==> config.mk <==
export PLATFORM = sky130hd
export DESIGN_NAME = framebuffer_write_coalescer
export DESIGN_NICKNAME = d
export VERILOG_FILES = /design/src/rtl/framebuffer_write_coalescer_pkg.sv /design/src/rtl/framebuffer_write_coalescer_strobe_gen.sv /design/src/rtl/framebuffer_write_coalescer.sv
export SDC_FILE = /design/constraint.sdc
export NUM_CORES = 1
export LEC_CHECK = 0
export BUFFER_PORTS_ARGS = -buffer_cell sky130_fd_sc_hd__buf_4
export CAP_MARGIN = 20
export CORE_UTILIZATION = 40
export DETAILED_ROUTE_END_ITERATION = 10
export GPL_ROUTABILITY_DRIVEN = 0
export PLACE_DENSITY = 0.67
export SLEW_MARGIN = 20
export SYNTH_ARGS = -nofsm -noshare
export SYNTH_HDL_FRONTEND = slang
export SYNTH_SLANG_ARGS = --single-unit
==> constraint.sdc <==
create_clock -name aclk -period 2.36 [get_ports aclk]
set_clock_uncertainty 0.2 [all_clocks]
set_input_delay 0.472 -clock aclk [delete_from_list [all_inputs] [get_ports aclk]]
set_output_delay 0.472 -clock aclk [all_outputs]
set_load 0.005 [all_outputs]
==> src/rtl/framebuffer_write_coalescer_pkg.sv <==
// Shared types and derived constants for the framebuffer write coalescer.
// The FSM state encoding and the pixel-geometry helpers live here.
package framebuffer_write_coalescer_pkg;

  typedef enum logic [1:0] {
    ST_IDLE  = 2'd0,
    ST_ACCUM = 2'd1,
    ST_EMIT  = 2'd2
  } fbwc_state_t;

  localparam int DEF_STRB_WIDTH = 16;
  localparam int DEF_MASK_WIDTH = 2;
  localparam int PIXEL_COUNT    = DEF_STRB_WIDTH / DEF_MASK_WIDTH;
  localparam int IDX_WIDTH      = $clog2(PIXEL_COUNT);

  function automatic int pixel_count(input int strb_w, input int mask_w);
    return strb_w / mask_w;
  endfunction

  // A single-pixel beat still needs a one-bit slot index.
  function automatic int idx_width(input int strb_w, input int mask_w);
    int pc;
    pc = strb_w / mask_w;
    return (pc > 1) ? $clog2(pc) : 1;
  endfunction

endpackage

==> src/rtl/framebuffer_write_coalescer_strobe_gen.sv <==
// Places a pixel's byte mask at its slot within a memory-beat strobe.
module FramebufferWriterStrobeGen
  import framebuffer_write_coalescer_pkg::*;
#(
  parameter int STRB_WIDTH = 16,
  parameter int MASK_WIDTH = 2,
  localparam int PIX_CNT   = pixel_count(STRB_WIDTH, MASK_WIDTH),
  localparam int IDX_W     = idx_width(STRB_WIDTH, MASK_WIDTH)
) (
  input  logic [IDX_W-1:0]      i_idx,
  input  logic [MASK_WIDTH-1:0] i_mask,
  output logic [STRB_WIDTH-1:0] o_strb
);

  always_comb begin
    o_strb = '0;
    for (int p = 0; p < PIX_CNT; p++) begin
      if (i_idx == IDX_W'(p)) o_strb[p*MASK_WIDTH +: MASK_WIDTH] = i_mask;
    end
  end

endmodule

==> src/rtl/framebuffer_write_coalescer.sv <==
// Merges per-pixel writes into full memory beats; a beat leaves on s_last,
// when fully written, on an address change, on flush or after an idle timeout.
//
// state    | meaning
// ST_IDLE  | no beat open, ready for the first pixel of a beat
// ST_ACCUM | beat open, merging pixels to the same address
// ST_EMIT  | beat presented on m_*, held until m_ready
module framebuffer_write_coalescer
  import framebuffer_write_coalescer_pkg::*;
#(
  parameter int STRB_WIDTH  = 16,
  parameter int MASK_WIDTH  = 2,
  parameter int ADDR_WIDTH  = 32,
  parameter int TIMEOUT     = 15,
  localparam int IDX_W      = idx_width(STRB_WIDTH, MASK_WIDTH)
) (
  input  logic                    aclk,
  input  logic                    resetn,
  input  logic                    s_valid,
  output logic                    s_ready,
  input  logic [ADDR_WIDTH-1:0]   s_addr,
  input  logic [IDX_W-1:0]        s_idx,
  input  logic [MASK_WIDTH*8-1:0] s_data,
  input  logic [MASK_WIDTH-1:0]   s_mask,
  input  logic                    s_last,
  input  logic                    flush,
  output logic                    m_valid,
  input  logic                    m_ready,
  output logic [ADDR_WIDTH-1:0]   m_addr,
  output logic [STRB_WIDTH*8-1:0] m_data,
  output logic [STRB_WIDTH-1:0]   m_strb,
  output logic                    idle
);

  localparam int PIX_CNT  = pixel_count(STRB_WIDTH, MASK_WIDTH);
  localparam int PIX_BITS = MASK_WIDTH * 8;
  localparam int DATA_W   = STRB_WIDTH * 8;
  localparam int CNT_W    = (TIMEOUT > 0) ? $clog2(TIMEOUT + 1) : 1;

  fbwc_state_t           r_state, w_state_nxt;
  logic [ADDR_WIDTH-1:0] r_addr;
  logic [DATA_W-1:0]     r_data;
  logic [STRB_WIDTH-1:0] r_strb;
  logic [CNT_W-1:0]      r_cnt;

  logic [STRB_WIDTH-1:0] w_strb_new, w_base_strb, w_strb_merged;
  logic [DATA_W-1:0]     w_data_slot, w_byte_en, w_base_data, w_data_merged;
  logic [CNT_W-1:0]      w_cnt_inc;
  logic                  w_accept, w_addr_hit;

  FramebufferWriterStrobeGen #(
    .STRB_WIDTH (STRB_WIDTH),
    .MASK_WIDTH (MASK_WIDTH)
  ) u_strobe_gen (
    .i_idx  (s_idx),
    .i_mask (s_mask),
    .o_strb (w_strb_new)
  );

  always_comb begin
    w_data_slot = '0;
    for (int p = 0; p < PIX_CNT; p++) begin
      if (s_idx == IDX_W'(p)) w_data_slot[p*PIX_BITS +: PIX_BITS] = s_data;
    end
  end

  always_comb begin
    w_byte_en = '0;
    for (int b = 0; b < STRB_WIDTH; b++) w_byte_en[b*8 +: 8] = {8{w_strb_new[b]}};
  end

  // A fresh beat starts from zero so stale bytes never leak into unstrobed lanes.
  assign w_base_strb   = (r_state == ST_ACCUM) ? r_strb : '0;
  assign w_base_data   = (r_state == ST_ACCUM) ? r_data : '0;
  assign w_strb_merged = w_base_strb | w_strb_new;
  assign w_data_merged = (w_base_data & ~w_byte_en) | (w_data_slot & w_byte_en);
  assign w_addr_hit    = (s_addr == r_addr);
  assign w_cnt_inc     = (r_cnt == CNT_W'(TIMEOUT)) ? r_cnt : r_cnt + CNT_W'(1);

  always_comb begin
    w_state_nxt = r_state;
    s_ready     = 1'b0;
    m_valid     = 1'b0;
    w_accept    = 1'b0;
    case (r_state)
      ST_IDLE: begin
        s_ready = 1'b1;
        if (s_valid) begin
          w_accept    = 1'b1;
          w_state_nxt = (s_last || (&w_strb_merged)) ? ST_EMIT : ST_ACCUM;
        end
      end
      ST_ACCUM: begin
        if (s_valid) begin
          if (w_addr_hit) begin
            s_ready     = 1'b1;
            w_accept    = 1'b1;
            w_state_nxt = (s_last || (&w_strb_merged)) ? ST_EMIT : ST_ACCUM;
          end else begin
            w_state_nxt = ST_EMIT;
          end
        end else if (flush || (w_cnt_inc == CNT_W'(TIMEOUT))) begin
          w_state_nxt = ST_EMIT;
        end
      end
      ST_EMIT: begin
        m_valid = 1'b1;
        if (m_ready) w_state_nxt = ST_IDLE;
      end
      default: w_state_nxt = ST_IDLE;
    endcase
  end

  always_ff @(posedge aclk or negedge resetn) begin
    if (!resetn) begin
      r_state <= ST_IDLE;
      r_addr  <= '0;
      r_data  <= '0;
      r_strb  <= '0;
      r_cnt   <= '0;
    end else begin
      r_state <= w_state_nxt;
      if (w_accept) begin
        r_addr <= s_addr;
        r_strb <= w_strb_merged;
        r_data <= w_data_merged;
        r_cnt  <= '0;
      end else if (r_state == ST_ACCUM && !s_valid) begin
        r_cnt <= w_cnt_inc;
      end else if (r_state == ST_EMIT && m_ready) begin
        r_strb <= '0;
        r_cnt  <= '0;
      end
    end
  end

  assign m_addr = r_addr;
  assign m_data = r_data;
  assign m_strb = r_strb;
  assign idle   = (r_state == ST_IDLE);

endmodule

======== Yosys cells after proc, flatten, opt, wreduce, memory -nomap -nowiden ========
Index checks and enable logic that the tools add are counted.
W data, S select, Z words.
operators by class
  bitwise operators ....................... 5
  eq/ne operators ......................... 16
  $add $sub $neg .......................... 1
  reductions and logical operators ........ 12
  muxes and demuxes ....................... 38
operators by type and width
  cell                   count
  $and A128 B128 Y128    2
  $mux W16               12
  $mux W128              1
  $not A128 Y128         1
  $or A128 B128 Y128     1
  $eq A32 B32 Y1         1
  $mux W2                14
  $mux W4                4
  $or A16 B16 Y16        1
  $reduce_and A16 Y1     1
  $eq A3 B3 Y1 const B   4
  $eq A4 B4 Y1 const B   2
  $eq A3 B2 Y1 const B   2
  $ne A2 B2 Y1 const B   3
  $pmux W2 S3            1
  $add A4 B1 Y4 const B  1
  $mux W1                4
  $pmux W1 S2            2
  $eq A3 B1 Y1 const B   1
  $logic_not A3 Y1       1
  $ne A3 B2 Y1 const B   1
  $reduce_and A3 Y1      1
  $reduce_bool A3 Y1     1
  $eq A2 B1 Y1 const B   1
  7 further kinds        9
storage, ports and cells
  logic and storage cells ................. 77
  register bits after elaboration ......... 182

======== Logic depth before layout (Yosys ltp) ========
  depth in word-level cells ............... 9
  gate-level depth with buffers ........... 8
  mapped depth without buffers ............ 6

======== By module ========
From an unflattened synthesis, not the netlist that was laid out.
second synthesis, totals
  cell total of the unflattened synthesis .. 672
  area total of the unflattened synthesis .. 8,249.2 um^2
by module, submodules not included
  module                       area an instance (um^2)  sequential area each (um^2)  cells an instance  times used
  framebuffer_write_coalescer  8,013.9                  4,554.4                      653                1
  FramebufferWriterStrobeGen   235.2                    0.0                          19                 1

======== Worst setup path before layout ========
OpenSTA, ideal clock, no wires.
  kind .................................... input to register
  from .................................... input s_addr[15]
  to ...................................... register r_addr[10] (netlist: m_addr[10])
  stages on the path ...................... 7
  path buffers ............................ 1
  slack ................................... 0.072 ns
  library setup time ...................... 0.125 ns
  arrival ................................. 1.963 ns
  cell sequence ........................... xnor2_1 > nand4_1 > nor4_4 > nand4_4 > nand2_2 > buf_4 > mux2_2
on the way
  cells in the longest elaborated chain, start to end .. 4
RTL lines
  what                    RTL line                            RTL
  start: declaration      framebuffer_write_coalescer.sv:21   input logic [ADDR_WIDTH-1:0] s_addr,
  $eq A32 B32 Y1          framebuffer_write_coalescer.sv:77   assign w_addr_hit = (s_addr == r_addr);
  $mux W1                 framebuffer_write_coalescer.sv:95   if (w_addr_hit) begin
  $mux W1                 framebuffer_write_coalescer.sv:94   if (s_valid) begin
  $pmux W1 S2             framebuffer_write_coalescer.sv:85   case (r_state)
  end signal: assignment  framebuffer_write_coalescer.sv:124  r_addr <= s_addr;
  end: declaration        framebuffer_write_coalescer.sv:41   logic [ADDR_WIDTH-1:0] r_addr;
Every way passes these cells.
A chain may end at the register's enable or synchronous reset.

======== Worst setup path in the final report ========
  from .................................... register r_addr[14] (netlist: m_addr[14])
  to ...................................... register r_data[30] (netlist: m_data[30])
on the way
  cells in the longest elaborated chain, start to end .. 4
RTL lines
  what                    RTL line                            RTL
  $eq A32 B32 Y1          framebuffer_write_coalescer.sv:77
  $mux W1                 framebuffer_write_coalescer.sv:95
  $mux W1                 framebuffer_write_coalescer.sv:94
  $pmux W1 S2             framebuffer_write_coalescer.sv:85
  end signal: assignment  framebuffer_write_coalescer.sv:126  r_data <= w_data_merged;
  end: declaration        framebuffer_write_coalescer.sv:42   logic [DATA_W-1:0] r_data;
Every way passes these cells.

==> impl_metrics.toml <==
[route]
post_drt_wl_per_cell_um = 21.9
dr.pass1.iters = 5
via_per_inst = 5.62
wl_um = 25000
num_vias = 6432
route.detailed.drc = 0
drtIter0Drc = 441
antenna_left = 0

[sta]
final.setup.tns_ns = -28.35
fmax_mhz = 380
slew_violations = 0
fin_crit_ns = 2.63
min_period_over_period_pct = 111
worstMarginPinSlew_ns = 0.653
finalSetupViolCount = 178
relSlewSlack_pct = 56.1
rsz0062_at_grt = "yes"
hold_violations = 0
finalWorstSetupSlack_ns = -0.270
hold_slack_ns = 0.0628

[cts]
cts-root-buf = "clkbuf_16"
cts_tree = "yes"
clkTransAtPathRegs_ns = 0.07
numClockSinks = 182
cts_max_level = 4
numCtsBuffers = 17
clockBufferDepth = 2
clock_latency_ns = 0.43

[layout]
final_cell_mix = "buf_4 (280), dfrtp_1 (182), a22o_1 (87), a32o_1 (49), xnor2_1 (31)"
stdcell_count = 1144
multi_input_area_mm2 = 0.00343
final_core_utilization_pct = 61.7
seq_area_mm2 = 0.00455
drive_above_1_share_pct = 48.4
nFillCells = 1485
layout_commonest_cell = "buf_4"
area.growth.synth_to_final_pct = 48.8
antenna_cells = 0
fin_nets = 932

[place]
place_inst = 1070
dp_hpwl_um = 16900
portBuffers = 237

[yosys]
synth_fp_nets = 629
synth_edf_count = 0
synthArstFlopShare_pct = 100
synthCells = 569
ys_seq_elements = 182
synth_flop_cell = "dfrtp_1"
avgSynthCellArea_um2 = 13.9
syn_area_mm2 = 0.00788
yosysWarnings = 0
ys_seq_area_share_pct = 57.8
yosysUniqueCellTypes = 53

[critical_path]
r2r_end = "m_data[30]"
crit_type = "register to register"
cp.required_ns = 2.52
worst_setup_path_start_kind = "register"
cp.arrival_ns = 2.79
rrSetupSlack_ns = -0.27
reg2reg_depth = 11
worstReg2RegStart = "m_addr[14]"
path_max_fanout = 4
setup.worst_path.end_class = "register"

[hold_path]
min_path_type = "input port to register"
holdPathEnd = "r_state[1]"
min_from = "m_ready"
hold_depth = 2

[power]
power.density_mw_per_mm2 = 753
p_leak_nw = 5.65
power_mw = 8.83
vdd_drop_max_uv = 572

[global_route]
antenna_found_initial = 0
track_usage_pct = 24.8
overflow = 0
grt_pass1_wl_um = 38000
grt_max_degree = 55
grt_pass1_vias = 6788

[die]
initial_utilization_pct = 41.5
die_h_um = 142
dieArea_mm2 = 0.0203
rows = 50
io_pins = 238
die_w_um = 142
core_mm2 = 0.0190

[outcome]
status = "finished, violations left"
violations = "setup timing"

[job]
cap_violations = 0
## synthesized netlist by cell type (3+ instances only)
| master | instances | area share [%] |
|---|---|---|
| nand2_1 | 18 | 0.86 |
| buf_1 | 17 | 0.81 |
| a21oi_1 | 10 | 0.63 |
| nand3_1 | 4 | 0.25 |
| mux2i_1 | 3 | 0.38 |
| xnor2_1 | 32 | 3.6 |
| nor2_1 | 6 | 0.29 |
| and2_1 | 8 | 0.63 |
| a21oi_4 | 8 | 1.7 |
| nor2b_1 | 5 | 0.40 |
| a31oi_4 | 8 | 2.2 |
| buf_8 | 3 | 0.57 |
| nor4_1 | 3 | 0.24 |
| and3b_1 | 4 | 0.44 |
| mux2_2 | 33 | 4.7 |
| buf_2 | 11 | 0.70 |
| a32o_1 | 49 | 6.2 |
| clkbuf_1 | 8 | 0.38 |
| a22o_1 | 87 | 9.7 |
| nand4_1 | 9 | 0.71 |
| a21o_1 | 12 | 1.1 |
| buf_4 | 3 | 0.29 |
| nor3_1 | 3 | 0.19 |
| o211ai_1 | 3 | 0.29 |
| o21a_1 | 6 | 0.57 |
| dfrtp_1 | 182 | 58 |
## power breakdown
group	total [mW]	internal [mW]	switching (mW)
clock network	2.87	1.66	1.21
registers	3.68	3.42	0.257
logic	2.28	1.30	0.981
total	8.83	6.38	2.45
## area by class of cell
type / instances / area share, %
flip-flops and latches: 182 / 38.8
multi-input cells: 350 / 29.2
repair buffers: 319 / 24.1
clock buffers: 19 / 3.69
well taps: 260 / 2.77
clock inverters: 12 / 1.30
inverters: 2 / 0.0640
## critical path, stage by stage, from the launching register on
cell and delay, ns:
dfrtp_1 0.40, xnor2_1 0.18, nand4_1 0.17, nor4_4 0.31, buf_4 0.16, buf_4 0.11
and4_4 0.27, buf_6 0.11, a2bb2o_4 0.15, buf_6 0.11, bufbuf_16 0.24, a32o_1 0.15
## registers in the layout (all words and copies together), names as in the netlist
| register | cells |
|---|---|
| m_addr | 32 |
| m_data | 128 |
| m_strb | 16 |
| r_cnt | 4 |
| r_state | 2 |
## stage by stage
step	worst slack (ns)	area, µm²
floorplan	0.0724	7880
CTS	-0.332	11600
detailed placement	-0.300	10200
global route	-0.396	11700
global placement	-0.249	10200
finish	-0.270	11700
## logic make-up after synthesis
family          after synthesis  synth area share [%]
compound gates              196                  24.1
xor+xnor                     32                  3.56
fa+ha+maj                     1                 0.159
buf+inv                      47                  3.49
flops                       182                  57.8
mux                          36                  5.09
simple gates                 75                  5.87
## what timing repair did
item | CTS | global route
setup buffers | 23 | 6
pin swaps | 63 | 53
resized for setup | 71 | 23
hold endpoints to repair | 49 | 0
hold buffers | 1 | 0
endpoints found under the setup margin | 168 | 182
gates cloned | 15 | 7
## how the worst max path moves through the flow
stage	from	to	slack, ns	cells after the start
floorplan	s_addr[15]	m_addr[10]	0.07	7
global placement	s_addr[8]	m_data[14]	-0.25	9
detailed placement	s_addr[9]	m_data[67]	-0.30	9
CTS	m_addr[30]	s_ready	-0.33	7
global route	m_addr[8]	s_ready	-0.40	7
finish	m_addr[14]	m_data[30]	-0.27	11
## layer usage
metal / GRT usage [%] / wire length (µm) / vias up
li1: - / - / 2834
met2: 42.4 / 12500 / 240
met5: 0 / 0 / -
met3: 6.76 / 1610 / 53
met4: 9.68 / 807 / 0
met1: 29.7 / 10100 / 3305
(Power assumes the default switching activity.)
